==> src/rtl/quant_sched_pkg.sv <==
// Shared definitions for the quantizer scheduler and the quantizer instantiation site.
package quant_sched_pkg;

  typedef enum logic [1:0] {
    ST_RUN   = 2'd0,
    ST_DRAIN = 2'd1,
    ST_LOAD  = 2'd2
  } sched_st_e;

  localparam int QUANT_LAT_DEF = 5;
  localparam int ARR_IDATA_BIT = 8;
  localparam int ARR_ODATA_BIT = 16;

endpackage

==> src/rtl/quant_sched_if.sv <==
// Scheduler <-> core_quant bus: config registers, issue strobe and returning result.
interface quant_sched_if #(
  parameter int IDATA_BIT = 16,
  parameter int ODATA_BIT = 8
);
  logic [IDATA_BIT-1:0] quant_cfg_scale;
  logic [IDATA_BIT-1:0] quant_cfg_bias;
  logic [IDATA_BIT-1:0] quant_cfg_shift;
  logic [IDATA_BIT-1:0] quant_idata;
  logic                 quant_idata_valid;
  logic [ODATA_BIT-1:0] quant_odata;
  logic                 quant_odata_valid;

  modport master (
    output quant_cfg_scale, quant_cfg_bias, quant_cfg_shift, quant_idata, quant_idata_valid,
    input  quant_odata, quant_odata_valid
  );
  modport slave (
    input  quant_cfg_scale, quant_cfg_bias, quant_cfg_shift, quant_idata, quant_idata_valid,
    output quant_odata, quant_odata_valid
  );
endinterface

==> src/rtl/rr_arbiter.sv <==
// Round-robin arbiter: grants the first request at or after ptr, wrapping.
module rr_arbiter #(
  parameter int NUM_LANE = 4,
  parameter int LANE_BIT = $clog2(NUM_LANE)
) (
  input  logic                en,
  input  logic [NUM_LANE-1:0] req,
  input  logic [LANE_BIT-1:0] ptr,
  output logic [NUM_LANE-1:0] gnt,
  output logic [LANE_BIT-1:0] gnt_idx
);
  always_comb begin
    gnt     = '0;
    gnt_idx = '0;
    // Scan from the farthest lane back so the lane nearest ptr overwrites last.
    for (int k = NUM_LANE-1; k >= 0; k--) begin
      if (en && req[(int'(ptr) + k) % NUM_LANE]) begin
        gnt = '0;
        gnt[(int'(ptr) + k) % NUM_LANE] = 1'b1;
        gnt_idx = LANE_BIT'((int'(ptr) + k) % NUM_LANE);
      end
    end
  end
endmodule

==> src/rtl/quant_sched.sv <==
// Arbitrates NUM_LANE accumulator lanes onto one shared quantizer, tags each sample
// with its source lane, and applies config updates only once the quantizer is empty.
module quant_sched
  import quant_sched_pkg::*;
#(
  parameter int NUM_LANE  = 4,
  parameter int IDATA_BIT = ARR_ODATA_BIT,
  parameter int ODATA_BIT = ARR_IDATA_BIT,
  parameter int QUANT_LAT = QUANT_LAT_DEF,
  parameter int LANE_BIT  = $clog2(NUM_LANE)
) (
  input  logic                          clk,
  input  logic                          rst,
  input  logic [NUM_LANE*IDATA_BIT-1:0] lane_idata,
  input  logic [NUM_LANE-1:0]           lane_idata_valid,
  output logic [NUM_LANE-1:0]           lane_idata_ready,
  input  logic                          cfg_upd_valid,
  input  logic [IDATA_BIT-1:0]          cfg_upd_scale,
  input  logic [IDATA_BIT-1:0]          cfg_upd_bias,
  input  logic [IDATA_BIT-1:0]          cfg_upd_shift,
  output logic                          cfg_upd_ready,
  quant_sched_if.master                 qif,
  output logic [NUM_LANE*ODATA_BIT-1:0] lane_odata,
  output logic [NUM_LANE-1:0]           lane_odata_valid,
  output logic                          busy,
  output logic                          err_tag
);
  localparam int CNT_BIT = $clog2(QUANT_LAT + 2);

  sched_st_e                           st;
  logic [LANE_BIT-1:0]                 rr_ptr, gnt_idx, iss_lane;
  logic [CNT_BIT-1:0]                  inflight;
  logic [QUANT_LAT-1:0]                tag_vld;
  logic [QUANT_LAT-1:0][LANE_BIT-1:0]  tag_lane;
  logic                                grant_en, xfer, tail_vld;
  logic [LANE_BIT-1:0]                 tail_lane;

  assign grant_en  = (st == ST_RUN) && !cfg_upd_valid;
  assign xfer      = |(lane_idata_valid & lane_idata_ready);
  assign tail_vld  = tag_vld[QUANT_LAT-1];
  assign tail_lane = tag_lane[QUANT_LAT-1];
  assign busy      = (inflight != '0) || (st != ST_RUN);

  rr_arbiter #(.NUM_LANE(NUM_LANE), .LANE_BIT(LANE_BIT)) u_arb (
    .en      (grant_en),
    .req     (lane_idata_valid),
    .ptr     (rr_ptr),
    .gnt     (lane_idata_ready),
    .gnt_idx (gnt_idx)
  );

  // Config FSM: drain must also see an empty issue stage before loading.
  always_ff @(posedge clk) begin
    if (rst) begin
      st                  <= ST_RUN;
      cfg_upd_ready       <= 1'b0;
      qif.quant_cfg_scale <= '0;
      qif.quant_cfg_bias  <= '0;
      qif.quant_cfg_shift <= '0;
    end else begin
      cfg_upd_ready <= 1'b0;
      case (st)
        ST_RUN:   if (cfg_upd_valid) st <= ST_DRAIN;
        ST_DRAIN: if (inflight == '0 && !qif.quant_idata_valid) begin
          st            <= ST_LOAD;
          cfg_upd_ready <= 1'b1;
        end
        ST_LOAD: begin
          qif.quant_cfg_scale <= cfg_upd_scale;
          qif.quant_cfg_bias  <= cfg_upd_bias;
          qif.quant_cfg_shift <= cfg_upd_shift;
          st                  <= ST_RUN;
        end
        default:  st <= ST_RUN;
      endcase
    end
  end

  always_ff @(posedge clk) begin
    if (rst) begin
      rr_ptr                <= '0;
      qif.quant_idata       <= '0;
      qif.quant_idata_valid <= 1'b0;
      iss_lane              <= '0;
    end else begin
      qif.quant_idata_valid <= xfer;
      if (xfer) begin
        qif.quant_idata <= lane_idata[gnt_idx*IDATA_BIT +: IDATA_BIT];
        iss_lane        <= gnt_idx;
        rr_ptr          <= (gnt_idx == LANE_BIT'(NUM_LANE-1)) ? '0 : gnt_idx + LANE_BIT'(1);
      end
    end
  end

  // Tag pipe tail lines up with quant_odata_valid for the same sample.
  always_ff @(posedge clk) begin
    if (rst) begin
      tag_vld  <= '0;
      tag_lane <= '0;
      inflight <= '0;
    end else begin
      tag_vld[0]  <= qif.quant_idata_valid;
      tag_lane[0] <= iss_lane;
      for (int i = 1; i < QUANT_LAT; i++) begin
        tag_vld[i]  <= tag_vld[i-1];
        tag_lane[i] <= tag_lane[i-1];
      end
      case ({qif.quant_idata_valid, tail_vld})
        2'b10:   inflight <= inflight + CNT_BIT'(1);
        2'b01:   inflight <= inflight - CNT_BIT'(1);
        default: ;
      endcase
    end
  end

  always_ff @(posedge clk) begin
    if (rst) begin
      lane_odata       <= '0;
      lane_odata_valid <= '0;
      err_tag          <= 1'b0;
    end else begin
      lane_odata_valid <= '0;
      if (qif.quant_odata_valid && tail_vld) begin
        lane_odata[tail_lane*ODATA_BIT +: ODATA_BIT] <= qif.quant_odata;
        lane_odata_valid[tail_lane]                  <= 1'b1;
      end
      if (qif.quant_odata_valid != tail_vld) err_tag <= 1'b1;
    end
  end
endmodule
==> src/flat_wrapper.sv <==
// flat-port wrapper written by rule: the top's interface ports become plain ports
module quant_sched_flat import quant_sched_pkg::*;
#(
  parameter int NUM_LANE  = 4,
  parameter int IDATA_BIT = ARR_ODATA_BIT,
  parameter int ODATA_BIT = ARR_IDATA_BIT,
  parameter int QUANT_LAT = QUANT_LAT_DEF,
  parameter int LANE_BIT  = $clog2(NUM_LANE)
)
  (clk, rst, lane_idata, lane_idata_valid, lane_idata_ready, cfg_upd_valid, cfg_upd_scale, cfg_upd_bias, cfg_upd_shift, cfg_upd_ready, lane_odata, lane_odata_valid, busy, err_tag, qif_quant_cfg_scale, qif_quant_cfg_bias, qif_quant_cfg_shift, qif_quant_idata, qif_quant_idata_valid, qif_quant_odata, qif_quant_odata_valid);
  quant_sched_if #(.IDATA_BIT(IDATA_BIT), .ODATA_BIT(ODATA_BIT)) qif_i ();
  input  logic clk;
  input  logic rst;
  input  logic [NUM_LANE*IDATA_BIT-1:0] lane_idata;
  input  logic [NUM_LANE-1:0] lane_idata_valid;
  output logic [NUM_LANE-1:0] lane_idata_ready;
  input  logic cfg_upd_valid;
  input  logic [IDATA_BIT-1:0] cfg_upd_scale;
  input  logic [IDATA_BIT-1:0] cfg_upd_bias;
  input  logic [IDATA_BIT-1:0] cfg_upd_shift;
  output logic cfg_upd_ready;
  output logic [NUM_LANE*ODATA_BIT-1:0] lane_odata;
  output logic [NUM_LANE-1:0] lane_odata_valid;
  output logic busy;
  output logic err_tag;
  output wire logic [$bits(qif_i.quant_cfg_scale)-1:0] qif_quant_cfg_scale;
  output wire logic [$bits(qif_i.quant_cfg_bias)-1:0] qif_quant_cfg_bias;
  output wire logic [$bits(qif_i.quant_cfg_shift)-1:0] qif_quant_cfg_shift;
  output wire logic [$bits(qif_i.quant_idata)-1:0] qif_quant_idata;
  output wire logic [$bits(qif_i.quant_idata_valid)-1:0] qif_quant_idata_valid;
  input wire logic [$bits(qif_i.quant_odata)-1:0] qif_quant_odata;
  input wire logic [$bits(qif_i.quant_odata_valid)-1:0] qif_quant_odata_valid;
  assign qif_quant_cfg_scale = qif_i.quant_cfg_scale;
  assign qif_quant_cfg_bias = qif_i.quant_cfg_bias;
  assign qif_quant_cfg_shift = qif_i.quant_cfg_shift;
  assign qif_quant_idata = qif_i.quant_idata;
  assign qif_quant_idata_valid = qif_i.quant_idata_valid;
  assign qif_i.quant_odata = qif_quant_odata;
  assign qif_i.quant_odata_valid = qif_quant_odata_valid;
  quant_sched #(.NUM_LANE(NUM_LANE), .IDATA_BIT(IDATA_BIT), .ODATA_BIT(ODATA_BIT), .QUANT_LAT(QUANT_LAT), .LANE_BIT(LANE_BIT)) u_core (.clk(clk), .rst(rst), .lane_idata(lane_idata), .lane_idata_valid(lane_idata_valid), .lane_idata_ready(lane_idata_ready), .cfg_upd_valid(cfg_upd_valid), .cfg_upd_scale(cfg_upd_scale), .cfg_upd_bias(cfg_upd_bias), .cfg_upd_shift(cfg_upd_shift), .cfg_upd_ready(cfg_upd_ready), .qif(qif_i), .lane_odata(lane_odata), .lane_odata_valid(lane_odata_valid), .busy(busy), .err_tag(err_tag));
endmodule
==> config.mk <==
export PLATFORM = sky130hd
export DESIGN_NAME = quant_sched_flat
export DESIGN_NICKNAME = d
export VERILOG_FILES = /design/src/rtl/quant_sched_pkg.sv /design/src/rtl/quant_sched_if.sv /design/src/rtl/rr_arbiter.sv /design/src/rtl/quant_sched.sv /design/src/flat_wrapper.sv
export SDC_FILE = /design/constraint.sdc
export NUM_CORES = 1
export LEC_CHECK = 0
export CORE_MARGIN = 5
export CORE_UTILIZATION = 39
export DETAILED_ROUTE_END_ITERATION = 8
export PLACE_DENSITY = 0.81
export SLEW_MARGIN = 10
export SYNTH_ARGS = -nofsm -noshare
export SYNTH_HDL_FRONTEND = slang
export SYNTH_SLANG_ARGS = --single-unit
==> constraint.sdc <==
create_clock -name clk -period 2.85 [get_ports clk]
set_input_delay 0.855 -clock clk [delete_from_list [all_inputs] [get_ports clk]]
set_output_delay 0.855 -clock clk [all_outputs]
set_load 0.05 [all_outputs]
==> results of run 1 <==
==> routing by layer <==
layer / routed length [um] / vias up / GRT usage
li1: - / 2671 / -
met1: 6330 / 2436 / 0.218
met2: 8040 / 234 / 0.323
met3: 1750 / 29 / 0.0772
met4: 402 / 0 / 0.0618
met5: 0 / - / 0
==> report_power, final <==
part | switching, mW | leakage, nW | internal (mW)
combinational | 1.37 | 2.24 | 1.11
sequential | 0.0871 | 1.03 | 1.93
clock | 0.815 | 0.292 | 1.41
==> per-stage QoR <==
stage	hold slack (ps)	setup TNS, ps	cells
2_1_floorplan	414	-789	609
3_3_place_gp	417	-13370	1033
3_5_place_dp	420	-14810	1033
4_1_cts	432	-871	1070
5_1_grt	448	-1300	1072
6_report	432	-1110	1072
==> area by class of cell <==
| class | instances | area share |
|---|---|---|
| multi-input combinational | 429 | 0.314 |
| clock buffer | 18 | 0.0478 |
| sequential | 127 | 0.277 |
| antenna | 1 | 0.000272 |
| timing repair buffer | 287 | 0.311 |
| inverter | 16 | 0.00654 |
| tap | 180 | 0.0245 |
| clock inverter | 14 | 0.0196 |
==> kinds of logic (layout without fill, tap and decap cells) <==
| kind of cell | after synthesis | after routing | synth area share |
|---|---|---|---|
| AND/OR/NAND/NOR | 219 | 219 | 0.187 |
| AO/OA/AOI/OAI | 134 | 134 | 0.151 |
| flip-flops | 127 | 127 | 0.461 |
| multiplexers | 57 | 58 | 0.116 |
| buffers and inverters | 54 | 335 | 0.0436 |
| adder cells (fa/ha/maj) | 16 | 16 | 0.0377 |
| XOR/XNOR | 2 | 2 | 0.00318 |
| other | 0 | 1 | 0 |
==> placed cells by master, fill, tap and decap left out, types with 3 or more instances in the layout <==
cell type,Yosys,layout
a21oi_1,62,59
a21oi_2,0,3
a22oi_1,33,32
and2_1,4,4
and3_1,3,3
buf_12,0,8
buf_4,1,46
buf_6,4,5
bufinv_16,0,3
clkbuf_16,0,17
clkdlybuf4s50_1,0,225
clkinvlp_4,0,4
dfxtp_1,127,126
ha_1,15,14
inv_1,16,15
inv_6,0,4
mux2_2,17,17
mux2i_1,36,35
mux4_2,4,5
nand2_1,104,103
nand3_1,5,5
nand3b_1,4,4
nand4b_1,16,16
nor2_1,47,45
nor2b_1,20,17
nor4_1,4,4
o21ai_0,6,5
o21ai_1,16,17
or3_1,3,3
==> registers in the layout (all words and copies together), names as in the netlist <==
signal,count
u_core.cfg_upd_ready,1
u_core.err_tag,1
u_core.inflight,3
u_core.iss_lane,2
u_core.lane_odata,32
u_core.lane_odata_valid,4
u_core.qif.quant_cfg_bias,16
u_core.qif.quant_cfg_scale,16
u_core.qif.quant_cfg_shift,16
u_core.qif.quant_idata,16
u_core.qif.quant_idata_valid,1
u_core.rr_ptr,2
u_core.st,2
u_core.tag_lane,8
u_core.tag_vld,5
u_core.tail_lane,2
==> worst max-delay path, stage by stage <==
cell and delay (ps):
buf_8 110, mux4_2 580, a21oi_1 210, a21oi_2 100, mux2i_2 250, nor2_4 60
buf_12 150
==> path summary, 6_finish.rpt <==
check / start / endpoint / slack (ps) / depth (start not counted)
min reg2reg: u_core.tag_lane[2] / u_core.tag_lane[4] / 430 / 1
min: u_core.tag_lane[2] / u_core.tag_lane[4] / 430 / 1
max: lane_idata_valid[2] / lane_idata_ready[0] / -320 / 7
max reg2reg: u_core.rr_ptr[0] / u_core.qif.quant_idata[4] / 130 / 11
==> repair_timing <==
action | 4_1_cts | 5_1_grt
pin swaps | 7 | 3
gates resized for setup | 39 | 3
cloned | 1 | 0
buffers inserted | 4 | 1
endpoints found under the setup margin | 25 | 4
==> flow_summary.toml, run 1 <==
[run_status]
status = "finished with violations"
violations = "negative setup slack"

[clock_tree]
clkTransAtPathRegs_ps = 50
htree_num_levels = 4
cts_sinks = 127
cts_made_buffers = 17
cts_root_buf = "clkbuf_16"
clkLatencyLatePin_ps = 400
hold_buffers = 0
cts_tree = "built"
clock_path_buffers = 2

[finish]
multiInputGateArea_um2 = 2880
nFillCells = 1169
fin_nets = 1022
design_area_um2 = 9190
seqCellArea_um2 = 2540
fin_util = 0.662
drive_gt1_frac = 0.158
syn2layout_area_growth_pct = 66.6

[sta]
period_minus_slack_ps = 3170
finalCritPeriodShare = 1.11
maxSlewViolCount = 0
grt_setup_unrepaired = "yes"
worst_pin_slew_ps = 970
post-route-worst-setup-slack_ps = -322
relSlewSlack = 0.353
skew_ps = 6.09
hold_viol_final = 0
clock.fmax_mhz = 315
setup_viol = 4

[placement]
hpwl_um = 12200
placed_area_um2 = 8440
pre_cts_ws_ps = -721
port_buffers = 235
place_congestion = 0.823

[critical_path]
cp.required_ps = 2000
cp-end-kind = "primary output"
critPathKind = "in -> out"
cp-start-kind = "input port"
worstPathMaxFanout = 8
critPathArrivalTime_ps = 2320

[die]
die_h_um = 129
die_w_um = 129
fp.coreArea_um2 = 13900
rows = 43
num_io_pins = 236
initial_core_util = 0.397
die-area_um2 = 16600

[route]
totalWireLength_um = 16500
vias = 5370
first_pass_iters = 6
wire_per_inst_um = 15.4
viasPerCell = 5.01
postRouteAntennaNets = 0
drc = 0
dr.first_iter.drc_count = 375

[yosys]
ys_top_cells_by_area = "dfxtp_1 46%, nand2_1 7.1%, mux2i_1 6.5%"
async_flop_share = 0
postSynthCellCount = 609
synthesis.nets = 753
ys_seq_area_frac = 0.461
synth_most_common_cell = "dfxtp_1"
syn_area_um2 = 5510
synth_top_area_share = 0.461
ys_top_cells_by_count = "127 x dfxtp_1, 104 x nand2_1, 62 x a21oi_1"
yosys.area.top_type = "dfxtp_1"
ys.flop_type = "dfxtp_1"
synth-seq-cells = 127
yosysUniqueCellTypes = 43
yosys_warnings = 0
syn_area_per_cell_um2 = 9.05
synth_edf_count = 0

[grt]
grt_max_degree = 49
antenna_found_initial = 1
grt_overflow = 0
grt_pass1_wl_um = 25400
grtUsageTotal = 0.190
grt_pass1_vias = 5107

[pwr]
power.total_mw = 6.73
power_density_nw_per_um2 = 732
max-vdd-ir-drop_uv = 420
p_leak_nw = 3.56

[worst_hold_path]
min_path_type = "reg -> reg"

[run]
drv_cap = 0
Note: power is estimated with default switching activity, not from simulation.
==> run 2: changes to the inputs <==
--- a/config.mk
+++ b/config.mk
@@ -9,6 +9,7 @@
 export CORE_UTILIZATION = 39
 export DETAILED_ROUTE_END_ITERATION = 8
 export PLACE_DENSITY = 0.81
+export REMOVE_ABC_BUFFERS = 1
 export SLEW_MARGIN = 10
 export SYNTH_ARGS = -nofsm -noshare
 export SYNTH_HDL_FRONTEND = slang
==> flow_summary.toml, run 2 (synthesis results as in run 1) <==
[finish]
drive_gt1_frac = 0.161
fin_nets = 1029
final_common_cell = "clkdlybuf4s50_1"
syn2layout_area_growth_pct = 67.1
num_antenna_cells = 0
fin_cells = 1078
largest-register = "u_core.lane_odata"
layout_common_cells = "225 x clkdlybuf4s50_1, 126 x dfxtp_1, 103 x nand2_1"
design_area_um2 = 9220
largest_reg_flops = 32

[grt]
antenna_found_initial = 0
grt_pass1_wl_um = 26900
grtUsageTotal = 0.202
grt_overflow = 0
grt_max_degree = 64
grt_pass1_vias = 5404

[critical_path]
critPathKind = "in -> out"
cp.required_ps = 2000
worstPathMaxFanout = 7
slowest_delay_ps = 530
cp_num_buf_inv = 2
cp-start-kind = "input port"
cp_cell_sequence = "buf_4 -> mux4_2 -> nand3b_1 -> a21oi_2 -> mux2i_1 -> nor2_2 -> buf_12"
reg2reg_depth = 10
cp_num_cells = 7
cp-end-kind = "primary output"
critPathArrivalTime_ps = 2320
critical-path-slowest-cell = "mux4_2"
crit_family = "multiplexers"

[route]
wire_per_inst_um = 16.2
vias = 5526
dr.first_iter.drc_count = 288
drc = 0
viasPerCell = 5.13
totalWireLength_um = 17500
postRouteAntennaNets = 0
first_pass_iters = 7

[run]
drv_cap = 0

[sta]
worst_pin_slew_ps = 586
relSlewSlack = 0.608
finalCritPeriodShare = 1.11
maxSlewViolCount = 0
period_minus_slack_ps = 3170
hold_viol_final = 0
post-route-worst-setup-slack_ps = -320
skew_ps = 8.21
grt_setup_unrepaired = "yes"
clock.fmax_mhz = 315
setup_viol = 4

[run_status]
violations = "negative setup slack"
status = "finished with violations"

[pwr]
p_seq_frac = 0.305
p_leak_nw = 3.59
p_sw_frac = 0.340
max-vdd-ir-drop_uv = 714
switchingPower_mw = 2.25
combPwrFrac = 0.382
intPower_mw = 4.37
clkPwrFrac = 0.312
power_density_nw_per_um2 = 719

[die]
die_h_um = 129
num_io_pins = 236
die_w_um = 129
initial_core_util = 0.397
die-area_um2 = 16600
rows = 43
fp.coreArea_um2 = 13900

[placement]
pre_cts_ws_ps = -715
dp.cells = 1039
placed_area_um2 = 8420
place_congestion = 0.887
hpwl_um = 12200
port_buffers = 235

[clock_tree]
hold_buffers = 0
cts_tree = "built"
clkLatencyLatePin_ps = 400
cts_root_buf = "clkbuf_16"
cts_made_buffers = 17
cts_sinks = 127
clkTransAtPathRegs_ps = 60
clock_path_buffers = 2
htree_num_levels = 4

[worst_hold_path]
worstHoldPathCells = 1
min_path_type = "reg -> reg"
==> run 2: power groups by stage <==
stage	Sequential, mW	Clock, mW	Combinational (mW)
finish	2.02	2.07	2.53
global route	2.04	2.21	2.67
CTS	2.02	2.12	2.43
detailed placement	2.05	0	2.33
global placement	2.04	0	2.32
floorplan	2.47	0	0.885
==> run 2: metal layers <==
layer | GRT usage | share of wire
met1 | 0.231 | 0.38
met2 | 0.343 | 0.48
met3 | 0.0892 | 0.11
met4 | 0.0593 | 0.020
met5 | 0 | 0
==> run 2: worst register-to-register path: stages (launching register included) <==
cell and delay (ps):
dfxtp_2 350, buf_6 150, mux4_2 580, nand3b_1 220, buf_4 160, buf_4 120
a2111oi_2 440, nor3_2 120, a21o_1 230, buf_12 150, o21ai_1 140
==> run 2: area by class of cell <==
class | count | area (um^2)
timing repair buffer | 293 | 2910
clock buffer | 21 | 480
fill | 1109 | 4670
tap | 180 | 225
multi-input combinational | 430 | 2890
inverter | 16 | 60.1
clock inverter | 11 | 106
sequential | 127 | 2540
==> run 2: repair_timing <==
action                     CTS  global route
resized for setup           33            21
gates cloned                 2             0
setup endpoints to repair   25             5
pin swaps                    5             7
buffers inserted             3             2
==> run 2: path summary, 6_finish.rpt <==
path                                     startpoint                         end  slack, ps
worst min-delay path              u_core.tag_vld[2]           u_core.tag_vld[3]        430
worst max-delay path            lane_idata_valid[3]         lane_idata_ready[0]       -320
worst min register to register    u_core.tag_vld[2]           u_core.tag_vld[3]        430
worst max register to register     u_core.rr_ptr[0]  u_core.qif.quant_idata[15]        110
==> run 2: per-stage QoR <==
step	hold WS (ps)	total power, mW	setup TNS (ps)	util
after global placement	417	4.36	-15050	0.607
after CTS	436	6.57	-1080	0.657
final	434	6.62	-1160	0.664
after floorplan	414	3.35	-18710	-
after global routing	453	6.93	-1590	0.664
after detailed placement	422	4.38	-14570	0.607
